**src/rtl/flash_page_sequencer.sv**
```systemverilog
// flash_page_sequencer: schedules one page round trip through mem_command.
// The sequence is UART page receive, NAND program, status poll, page read,
// status poll, cache read, then UART page send.
// Build option: define SEQ_POLL_TIMEOUT_EN to bound GET_FEATURE polling to
// MAX_POLLS issues. Without it, polling is unbounded and no poll counter exists.
//
// state  | meaning
// IDLE   | waiting for i_start
// PWR_UP | memory powered, settling for POWER_UP_CYCLES
// URX    | UART fills the FIFO up to one page
// WREN   | WRITE_ENABLE command
// LOAD   | PROG_LOAD1 command, FIFO streams the page to memory
// EXEC   | PROG_EXEC command
// POLL1  | GET_FEATURE after program, P_FAIL checked here
// RDPG   | PAGE_READ command
// POLL2  | GET_FEATURE after page read
// CRD    | CACHE_READ command, FIFO collects the page
// UTX    | UART drains the FIFO
// DONE   | one-cycle completion
// ERR    | sticky error, memory left powered, i_start restarts
module flash_page_sequencer #(
  parameter int         PAGE_BYTES      = 2048,
  parameter int         POWER_UP_CYCLES = 1000,
  parameter int         MAX_POLLS       = 255,
  parameter logic [7:0] FEATURE_ADDR    = 8'hC0
) (
  input  logic        CLK1,
  input  logic        rst_n,
  input  logic        i_start,
  input  logic [23:0] i_row_addr,
  input  logic [12:0] i_col_addr,
  output logic [3:0]  o_Command,
  output logic        o_CM_DV,
  output logic [23:0] o_Addr_Data,
  input  logic        i_CM_Ready,
  input  logic [7:0]  i_RX_Feature_Byte,
  input  logic        i_RX_Feature_DV,
  input  logic [12:0] i_fifo_save_count,
  output logic [2:0]  o_fifo_sm,
  output logic        o_Mem_Power,
  output logic        o_SPI_en,
  output logic        o_UART_en,
  output logic        o_busy,
  output logic        o_done,
  output logic        o_error,
  output logic [7:0]  o_status
);

  // Command and FIFO mode codes; these must track command_vars.v.
  localparam logic [3:0] NO_COMMAND   = 4'h0;
  localparam logic [3:0] WRITE_ENABLE = 4'h1;
  localparam logic [3:0] PROG_LOAD1   = 4'h2;
  localparam logic [3:0] PROG_EXEC    = 4'h3;
  localparam logic [3:0] GET_FEATURE  = 4'h4;
  localparam logic [3:0] PAGE_READ    = 4'h5;
  localparam logic [3:0] CACHE_READ   = 4'h6;

  localparam logic [2:0] FIFO_IDLE         = 3'd0;
  localparam logic [2:0] FIFO_UART_RECEIVE = 3'd1;
  localparam logic [2:0] FIFO_MEM_SEND     = 3'd2;
  localparam logic [2:0] FIFO_MEM_RECEIVE  = 3'd3;
  localparam logic [2:0] FIFO_UART_SEND    = 3'd4;

  localparam logic [12:0]      PAGE_CNT     = 13'(PAGE_BYTES);
  localparam int               PWR_W        = $clog2(POWER_UP_CYCLES + 1);
  localparam logic [PWR_W-1:0] PWR_LOAD     = PWR_W'(POWER_UP_CYCLES - 1);
  localparam logic [23:0]      FEATURE_WORD = {8'h00, FEATURE_ADDR, 8'h00};

  // The poll counter is 8 bits wide, so MAX_POLLS has to fit in it.
  if (MAX_POLLS < 1 || MAX_POLLS > 255) begin : g_max_polls_range
    $error("MAX_POLLS must be in 1..255");
  end

  typedef enum logic [3:0] {
    S_IDLE, S_PWR_UP, S_URX, S_WREN, S_LOAD, S_EXEC, S_POLL1,
    S_RDPG, S_POLL2, S_CRD, S_UTX, S_DONE, S_ERR
  } state_t;

  // Phases of the mem_command handshake inside every command state.
  typedef enum logic [1:0] {HS_ARM, HS_ACK, HS_CMP} hs_t;

  state_t           state_q;
  hs_t              hs_q;
  logic [PWR_W-1:0] pwr_cnt_q;
  logic [3:0]       cmd_q;
  logic             cm_dv_q;
  logic [23:0]      addr_q;
  logic [2:0]       fifo_q;
  logic             mem_pwr_q, spi_en_q, uart_en_q;
  logic             busy_q, done_q, error_q;
  logic [7:0]       status_q;
`ifdef SEQ_POLL_TIMEOUT_EN
  localparam logic [7:0] MAX_POLL_CNT = 8'(MAX_POLLS);
  logic [7:0]       poll_cnt_q;
`endif

  logic [3:0]  cmd_d;
  logic [23:0] addr_d;
  logic [7:0]  feat_d;
  logic        poll_state;

  // Command and packed address for the current command state; the feature
  // byte arriving on the completion cycle takes precedence over the stored one.
  always_comb begin
    cmd_d      = NO_COMMAND;
    addr_d     = 24'h0;
    poll_state = (state_q == S_POLL1) || (state_q == S_POLL2);
    feat_d     = i_RX_Feature_DV ? i_RX_Feature_Byte : status_q;
    case (state_q)
      S_WREN:           cmd_d = WRITE_ENABLE;
      S_LOAD:  begin    cmd_d = PROG_LOAD1;  addr_d = {11'b0, i_col_addr}; end
      S_EXEC:  begin    cmd_d = PROG_EXEC;   addr_d = i_row_addr;          end
      S_POLL1,
      S_POLL2: begin    cmd_d = GET_FEATURE; addr_d = FEATURE_WORD;        end
      S_RDPG:  begin    cmd_d = PAGE_READ;   addr_d = i_row_addr;          end
      S_CRD:   begin    cmd_d = CACHE_READ;  addr_d = {11'b0, i_col_addr}; end
      default: ;
    endcase
  end

  // Sequencer FSM with registered outputs and the per-command handshake.
  always_ff @(posedge CLK1 or negedge rst_n) begin
    if (!rst_n) begin
      state_q   <= S_IDLE;
      hs_q      <= HS_ARM;
      pwr_cnt_q <= '0;
      cmd_q     <= NO_COMMAND;
      cm_dv_q   <= 1'b0;
      addr_q    <= 24'h0;
      fifo_q    <= FIFO_IDLE;
      mem_pwr_q <= 1'b0;
      spi_en_q  <= 1'b0;
      uart_en_q <= 1'b0;
      busy_q    <= 1'b0;
      done_q    <= 1'b0;
      error_q   <= 1'b0;
      status_q  <= 8'h00;
`ifdef SEQ_POLL_TIMEOUT_EN
      poll_cnt_q <= 8'h00;
`endif
    end else begin
      cm_dv_q <= 1'b0;
      done_q  <= 1'b0;
      if (poll_state && i_RX_Feature_DV) status_q <= i_RX_Feature_Byte;

      case (state_q)
        S_IDLE, S_ERR: begin
          if (i_start) begin
            state_q   <= S_PWR_UP;
            busy_q    <= 1'b1;
            error_q   <= 1'b0;
            mem_pwr_q <= 1'b1;
            spi_en_q  <= 1'b1;
            uart_en_q <= 1'b0;
            pwr_cnt_q <= PWR_LOAD;
          end
        end
        S_PWR_UP: begin
          if (pwr_cnt_q == '0) begin
            state_q   <= S_URX;
            uart_en_q <= 1'b1;
            fifo_q    <= FIFO_UART_RECEIVE;
          end else begin
            pwr_cnt_q <= pwr_cnt_q - PWR_W'(1);
          end
        end
        S_URX: begin
          if (i_fifo_save_count >= PAGE_CNT) begin
            state_q <= S_WREN;
            fifo_q  <= FIFO_IDLE;
            hs_q    <= HS_ARM;
          end
        end
        S_WREN, S_LOAD, S_EXEC, S_POLL1, S_POLL2, S_RDPG, S_CRD: begin
          case (hs_q)
            HS_ARM: begin
              if (i_CM_Ready) begin
                cmd_q   <= cmd_d;
                addr_q  <= addr_d;
                cm_dv_q <= 1'b1;
                hs_q    <= HS_ACK;
`ifdef SEQ_POLL_TIMEOUT_EN
                if (poll_state && poll_cnt_q != 8'hFF) poll_cnt_q <= poll_cnt_q + 8'd1;
`endif
              end
            end
            HS_ACK: begin
              if (!i_CM_Ready) hs_q <= HS_CMP;
            end
            default: begin
              if (i_CM_Ready) begin
                case (state_q)
                  S_WREN: begin
                    state_q <= S_LOAD;
                    fifo_q  <= FIFO_MEM_SEND;
                    hs_q    <= HS_ARM;
                  end
                  S_LOAD: begin
                    // Hold here until the FIFO has pushed the whole page out.
                    if (i_fifo_save_count == 13'd0) begin
                      state_q <= S_EXEC;
                      fifo_q  <= FIFO_IDLE;
                      hs_q    <= HS_ARM;
                    end
                  end
                  S_EXEC: begin
                    state_q <= S_POLL1;
                    hs_q    <= HS_ARM;
`ifdef SEQ_POLL_TIMEOUT_EN
                    poll_cnt_q <= 8'h00;
`endif
                  end
                  S_RDPG: begin
                    state_q <= S_POLL2;
                    hs_q    <= HS_ARM;
`ifdef SEQ_POLL_TIMEOUT_EN
                    poll_cnt_q <= 8'h00;
`endif
                  end
                  S_POLL1, S_POLL2: begin
                    if (feat_d[0]) begin
`ifdef SEQ_POLL_TIMEOUT_EN
                      if (poll_cnt_q >= MAX_POLL_CNT) begin
                        state_q   <= S_ERR;
                        error_q   <= 1'b1;
                        busy_q    <= 1'b0;
                        spi_en_q  <= 1'b0;
                        uart_en_q <= 1'b0;
                        fifo_q    <= FIFO_IDLE;
                      end else begin
                        hs_q <= HS_ARM;
                      end
`else
                      hs_q <= HS_ARM;
`endif
                    end else if (state_q == S_POLL1 && feat_d[3]) begin
                      state_q   <= S_ERR;
                      error_q   <= 1'b1;
                      busy_q    <= 1'b0;
                      spi_en_q  <= 1'b0;
                      uart_en_q <= 1'b0;
                      fifo_q    <= FIFO_IDLE;
                    end else if (state_q == S_POLL1) begin
                      state_q <= S_RDPG;
                      hs_q    <= HS_ARM;
                    end else begin
                      state_q <= S_CRD;
                      fifo_q  <= FIFO_MEM_RECEIVE;
                      hs_q    <= HS_ARM;
                    end
                  end
                  S_CRD: begin
                    if (i_fifo_save_count >= PAGE_CNT) begin
                      state_q <= S_UTX;
                      fifo_q  <= FIFO_UART_SEND;
                    end
                  end
                  default: ;
                endcase
              end
            end
          endcase
        end
        S_UTX: begin
          if (i_fifo_save_count == 13'd0) begin
            state_q   <= S_DONE;
            done_q    <= 1'b1;
            busy_q    <= 1'b0;
            fifo_q    <= FIFO_IDLE;
            uart_en_q <= 1'b0;
            spi_en_q  <= 1'b0;
            mem_pwr_q <= 1'b0;
          end
        end
        S_DONE:  state_q <= S_IDLE;
        default: state_q <= S_IDLE;
      endcase
    end
  end

  assign o_Command   = cmd_q;
  assign o_CM_DV     = cm_dv_q;
  assign o_Addr_Data = addr_q;
  assign o_fifo_sm   = fifo_q;
  assign o_Mem_Power = mem_pwr_q;
  assign o_SPI_en    = spi_en_q;
  assign o_UART_en   = uart_en_q;
  assign o_busy      = busy_q;
  assign o_done      = done_q;
  assign o_error     = error_q;
  assign o_status    = status_q;

endmodule

```
**config.mk**
```make
export PLATFORM = sky130hd
export DESIGN_NAME = flash_page_sequencer
export DESIGN_NICKNAME = d
export VERILOG_FILES = /design/src/rtl/flash_page_sequencer.sv
export SDC_FILE = /design/constraint.sdc
export NUM_CORES = 1
export LEC_CHECK = 0
export CORE_ASPECT_RATIO = 0.8
export CORE_MARGIN = 8
export CORE_UTILIZATION = 41
export CTS_CLUSTER_DIAMETER = 30
export DETAILED_ROUTE_END_ITERATION = 7
export PLACE_DENSITY = 0.77
export SETUP_SLACK_MARGIN = 0.1
export SYNTH_ARGS = -nofsm -noshare
export SYNTH_HDL_FRONTEND = slang
export SYNTH_SLANG_ARGS = --single-unit
```
**constraint.sdc**
```tcl
create_clock -name CLK1 -period 2.1 [get_ports CLK1]
set_clock_uncertainty 0.15 [all_clocks]
set_input_delay 0.63 -clock CLK1 [delete_from_list [all_inputs] [get_ports CLK1]]
set_output_delay 0.63 -clock CLK1 [all_outputs]
set_load 0.05 [all_outputs]
```
==> results of run 1 <==
sequential cells by signal (all words and copies together) (netlist names), 2 cells and up:
| name | cells |
|---|---|
| o_fifo_sm | 3 |
| o_status | 8 |
| o_Command | 3 |
| hs_q | 2 |
| state_q | 4 |
| pwr_cnt_q | 10 |
| o_Addr_Data | 24 |
what timing repair did:
item,4_1_cts,5_1_grt
resized for setup,39,51
endpoints found under the setup margin,47,56
buffers inserted,8,6
pin swaps,26,21
worst paths after layout:
| kind | to | cells after the start | slack (ns) |
|---|---|---|---|
| worst max-delay path | state_q[2] | 5 | -0.08 |
| worst min-delay path | pwr_cnt_q[1] | 2 | 0.13 |
| worst max register to register | state_q[2] | 5 | -0.08 |
| worst min register to register | o_Addr_Data[20] | 2 | 0.32 |
| max in group asynchronous | pwr_cnt_q[3] | 2 | 1.39 |
| min in group CLK1 | o_Addr_Data[20] | 2 | 0.32 |
routing by layer:
metal,part of all wire,GRT usage,routed length [microns],vias to the layer above
met5,0,0,0,-
met4,0.010,0.0464,104,0
met3,0.055,0.0453,576,8
met2,0.50,0.304,5220,114
met1,0.43,0.233,4490,1502
li1,-,-,-,1502
worst register-to-register path: cells and delay by family, from the launching register on:
family           cells  cell delay (ns)
flip-flops           1             0.39
AO/OA/AOI/OAI        3             0.89
AND/OR/NAND/NOR      2             0.64
through the flow:
stage               cells  setup WS [ns]  hold WS (ns)  cell area, sq um
floorplan             326         0.0204         0.184              3190
global placement      569         -0.506         0.300              4620
detailed placement    569         -0.545         0.310              4620
CTS                   593         -0.108         0.151              4980
global route          598         -0.139         0.160              5130
finish                598        -0.0829         0.125              5130
cells by family after synthesis:
family	share of synthesized area
adders and majority gates	0.00793
xor gates and xnor gates	0.0194
DFF	0.476
muxes	0.0547
buffers and inverters	0.0456
AOI/OAI and AO/OA	0.184
and+or+nand+nor	0.212
other	0.00119
area by class of cell:
cell class	instances	area (sq um)	share of cell area
flip-flops and latches	60	1500	0.293
repair buffers	176	1530	0.298
inverters	8	30.0	0.00585
clock inverters	5	61.3	0.0120
multi-input cells	233	1730	0.338
clock buffers	11	141	0.0276
well taps	105	131	0.0256
cells in the mapped netlist, types with 3 or more instances:
master,instances
dfrtp_1,60
nand2_1,52
o21ai_0,21
nor2_1,18
clkbuf_1,15
a22oi_1,13
nand3_1,12
a21oi_1,9
mux2_2,9
inv_1,8
buf_2,7
mux2i_1,6
nor3_1,6
nor4_1,5
a22o_1,4
nor2b_1,4
xor2_1,4
a221o_1,3
and2_1,3
buf_4,3
nand3b_1,3
or4_1,3
xnor2_1,3
power by group through the flow:
stage / logic, mW / registers, mW / clock network (mW)
finish: 0.168 / 1.16 / 1.04
CTS: 0.170 / 1.16 / 1.07
global route: 0.181 / 1.15 / 1.12
global placement: 0.173 / 1.18 / 0
floorplan: 0.0252 / 1.18 / 0
detailed placement: 0.176 / 1.18 / 0
==> impl_metrics.json, run 1 <==
{
  "status": "complete, but fails checks",
  "violations": "setup timing",
  "ant_nets": 0,
  "hold_class": "primary input to async pin",
  "async_reset_ff_frac": 1.00,
  "cts_tree": "done",
  "routed_wl_microns": 10400,
  "maxSlewViolCount": 0,
  "critPathMaxFanout": 4,
  "p_per_area_nw_per_um2": 461,
  "cap_violations": 0,
  "mostFrequentLayoutCell": "buf_4",
  "period_share": 1.04,
  "fmax_ghz": 0.458,
  "synth_area_per_cell_sq_um": 9.68,
  "finalHoldViolCount": 0,
  "synthDistinctLibCells": 68,
  "vias": 3126,
  "startpoint": "pwr_cnt_q[8]",
  "syn_inst": 326,
  "area_growth_pct": 62.5,
  "place_hpwl_microns": 7730,
  "endpoint_kind": "flip-flop",
  "cp-start-kind": "flip-flop",
  "clockBufferDepth": 2,
  "design.core.area_sq_um": 7430,
  "clk_pin_slew_ns": 0.07,
  "grt_pass1_wl_microns": 15700,
  "slowest_stage": "or4_4",
  "ys.flop_type": "dfrtp_1",
  "rows": 28,
  "drt-pass1-iter-count": 4,
  "dr.first_iter.drc_count": 237,
  "yosysTopAreaCell": "dfrtp_1",
  "cts-htree-levels": 3,
  "leakage_nw": 2.41,
  "drive_above_1_share": 0.383,
  "synth_top_area_frac": 0.476,
  "fin_nets": 553,
  "cp_slowest_stage_delay_ns": 0.56,
  "seqPwrFrac": 0.488,
  "worstSkewPairLatency_ns": 0.33,
  "ys_seq_elements": 60,
  "cts_buffers": 9,
  "gp_congestion": 0.903,
  "p_clk_frac": 0.441,
  "setup_viol": 7,
  "clockRootBuffer": "clkbuf_8",
  "critPathKind": "flip-flop to flip-flop",
  "power.net_switching_mw": 0.520,
  "max-vdd-ir-drop_mv": 0.279,
  "yosysSeqAreaShare": 0.476,
  "crit_required_ns": 2.16,
  "rsz0062_at_grt": "yes",
  "routedWlPerCell_microns": 17.4,
  "worstPathBufferInverterCount": 0,
  "crit_family": "compound AO/OA/AOI/OAI gates",
  "synth-edff-count": 0,
  "final_cell_mix": "buf_4, dfrtp_1, nand2_1",
  "vias_per_cell": 5.23,
  "die_h_microns": 94.5,
  "yosysWarnings": 0,
  "tightest_slew_ns": 0.528,
  "p_int_mw": 1.85,
  "syn_area_sq_um": 3160,
  "initial_core_util": 0.425,
  "fillers": 584,
  "fin_setup_tns_ns": -0.388,
  "path_cells": "or4_4 > o31a_1 > a31oi_4 > nand2_2 > a221o_1",
  "io_pins": 109,
  "finalPower_mw": 2.37,
  "drc_errors": 0,
  "post-route-util": 0.691,
  "period_needed_ns": 2.18,
  "cts_sinks": 60,
  "setup_ws_ns": -0.0829,
  "first_global_vias": 3184,
  "antenna_found_initial": 0,
  "dieArea_sq_um": 10800,
  "reg2reg_from": "pwr_cnt_q[8]",
  "synth_area_leaders": "dfrtp_1, nand2_1, o21ai_0, mux2_2, a22oi_1",
  "grt_overflow_total": 0,
  "swShare": 0.220,
  "io_buffers": 107,
  "pwr-share-comb": 0.071,
  "grt_util_all_layers": 0.182,
  "n_antenna_cell": 0,
  "syn_nets": 391,
  "postCtsHoldBufs": 0,
  "dieWidth_microns": 114,
  "slew_headroom": 0.645,
  "critical_path_arrival_ns": 2.24,
  "grt_max_degree": 61
}
Power figures use the tool's default switching activity.
==> run 2, diff against run 1 <==
--- a/config.mk
+++ b/config.mk
@@ -7,10 +7,11 @@
 export LEC_CHECK = 0
 export CORE_ASPECT_RATIO = 0.8
 export CORE_MARGIN = 8
-export CORE_UTILIZATION = 41
+export CORE_UTILIZATION = 42
+export CTS_BUF_LIST = sky130_fd_sc_hd__clkbuf_4 sky130_fd_sc_hd__clkbuf_8
 export CTS_CLUSTER_DIAMETER = 30
 export DETAILED_ROUTE_END_ITERATION = 7
-export PLACE_DENSITY = 0.77
+export PLACE_DENSITY = 0.89
 export SETUP_SLACK_MARGIN = 0.1
 export SYNTH_ARGS = -nofsm -noshare
 export SYNTH_HDL_FRONTEND = slang
==> run 2 against run 1 <==
Against the previous run: the run still ends with setup timing left; critical path depth did not move; sequential power about the same; global-route usage grew 0.61 points; via count fell by 0.70%; setup slack gained 0.039 ns; count of clock-buffer cells in the layout stayed put; sequential share of layout area rose by 0.75 points; flip-flop and latch count unchanged; critical path type unchanged; highest routed layer unchanged.
==> impl_metrics.json, run 2 (synthesized netlist as in run 1, its figures left out) <==
{
  "critPathMaxFanout": 4,
  "critPathKind": "flip-flop to flip-flop",
  "cts_tree": "done",
  "gp_congestion": 0.877,
  "routedWlPerCell_microns": 17.0,
  "clockRootBuffer": "clkbuf_8",
  "crit_required_ns": 2.17,
  "drive_above_1_share": 0.340,
  "setup_viol": 6,
  "ant_nets": 0,
  "cap_violations": 0,
  "cts_buffers": 9,
  "grt_max_degree": 32,
  "dp_slack_ns": -0.484,
  "cts_sinks": 60,
  "area_growth_pct": 58.3,
  "die_h_microns": 93.5,
  "fin_hold_ws_ns": 0.100,
  "grt_util_all_layers": 0.188,
  "fin_nets": 540,
  "maxSlewViolCount": 0,
  "leakage_nw": 2.33,
  "fmax_ghz": 0.466,
  "final_cells": 570,
  "vias": 3104,
  "dr.first_iter.drc_count": 227,
  "period_share": 1.02,
  "routed_wl_microns": 9680,
  "cp-start-kind": "flip-flop",
  "violations": "setup timing",
  "dpl-instance-area_sq_um": 4590,
  "worstSkewPairLatency_ns": 0.33,
  "design.core.area_sq_um": 7360,
  "mostFrequentLayoutCell": "buf_4",
  "finalPower_mw": 2.35,
  "hold_class": "primary input to async pin",
  "antenna_found_initial": 0,
  "rows": 28,
  "status": "complete, but fails checks",
  "rsz0062_at_grt": "yes",
  "fin_setup_tns_ns": -0.204,
  "first_global_vias": 3198,
  "finalHoldViolCount": 0,
  "post-route-util": 0.679,
  "largest_reg_flops": 24,
  "io_buffers": 107,
  "drc_errors": 0,
  "io_pins": 109,
  "period_needed_ns": 2.14,
  "vias_per_cell": 5.45,
  "dieArea_sq_um": 10600,
  "p_per_area_nw_per_um2": 470,
  "dieWidth_microns": 113,
  "n_antenna_cell": 0,
  "drt-pass1-iter-count": 4,
  "grt_pass1_wl_microns": 16000,
  "initial_core_util": 0.429,
  "fillers": 574,
  "endpoint_kind": "flip-flop",
  "critical_path_arrival_ns": 2.21,
  "clk_pin_slew_ns": 0.07,
  "max-vdd-ir-drop_mv": 0.445,
  "grt_overflow_total": 0,
  "setup_ws_ns": -0.0442,
  "dp.cells": 547,
  "design_area_sq_um": 5000,
  "cts-htree-levels": 3,
  "final_cell_mix": "buf_4, dfrtp_1, nand2_1",
  "clockBufferDepth": 2,
  "place_hpwl_microns": 7410,
  "postCtsHoldBufs": 0
}
run 2: power breakdown:
group          switching, mW  leakage, nW  internal (mW)
clock                  0.450       0.0999          0.568
combinational         0.0624         1.44          0.115
sequential                 0        0.788           1.16
total                  0.513         2.33           1.84
run 2: final timing paths:
path                            cells past startpoint         endpoint  slack, ns            start
worst max-delay path                                5       state_q[2]      -0.04     pwr_cnt_q[5]
worst min-delay path                                1          o_error       0.10            rst_n
worst max register to register                      5       state_q[2]      -0.04     pwr_cnt_q[5]
worst min register to register                      2  o_Addr_Data[22]       0.32  o_Addr_Data[22]
max in group asynchronous                           2  o_Addr_Data[19]       1.21            rst_n
min in group CLK1                                   2  o_Addr_Data[22]       0.32  o_Addr_Data[22]
run 2: layout make-up:
type	count	area, sq um	area share
Multi-Input combinational cell	233	1670	0.334
Sequential cell	60	1500	0.300
Timing Repair Buffer	163	1490	0.299
Clock buffer	11	139	0.0278
Tap cell	90	113	0.0225
Clock inverter	5	52.6	0.0105
Inverter	8	30.0	0.00601
run 2: per-layer routing:
layer	vias up	share of wire	track usage
li1	1470	-	-
met1	1490	0.41	0.222
met2	129	0.48	0.313
met3	15	0.089	0.0683
met4	0	0.017	0.0642
met5	-	0	0
run 2: timing repair:
action / 4_1_cts / 5_1_grt
buffers inserted: 7 / 0
pin swaps: 22 / 9
endpoints found under the setup margin: 41 / 56
resized for setup: 37 / 18
run 2: critical path: stages, from the launching register on:
cell and delay (ns):
dfrtp_1 0.39, or4_4 0.55, o31a_1 0.31, a31oi_4 0.26, nand2_2 0.06, a221o_1 0.31
==> run 3, diff against run 2 <==
--- a/config.mk
+++ b/config.mk
@@ -13,6 +13,7 @@
 export DETAILED_ROUTE_END_ITERATION = 7
 export PLACE_DENSITY = 0.89
 export SETUP_SLACK_MARGIN = 0.1
+export SLEW_MARGIN = 10
 export SYNTH_ARGS = -nofsm -noshare
 export SYNTH_HDL_FRONTEND = slang
 export SYNTH_SLANG_ARGS = --single-unit
==> results of run 3 <==
The final DEF is identical to that of run 2; final timing and power are the same.
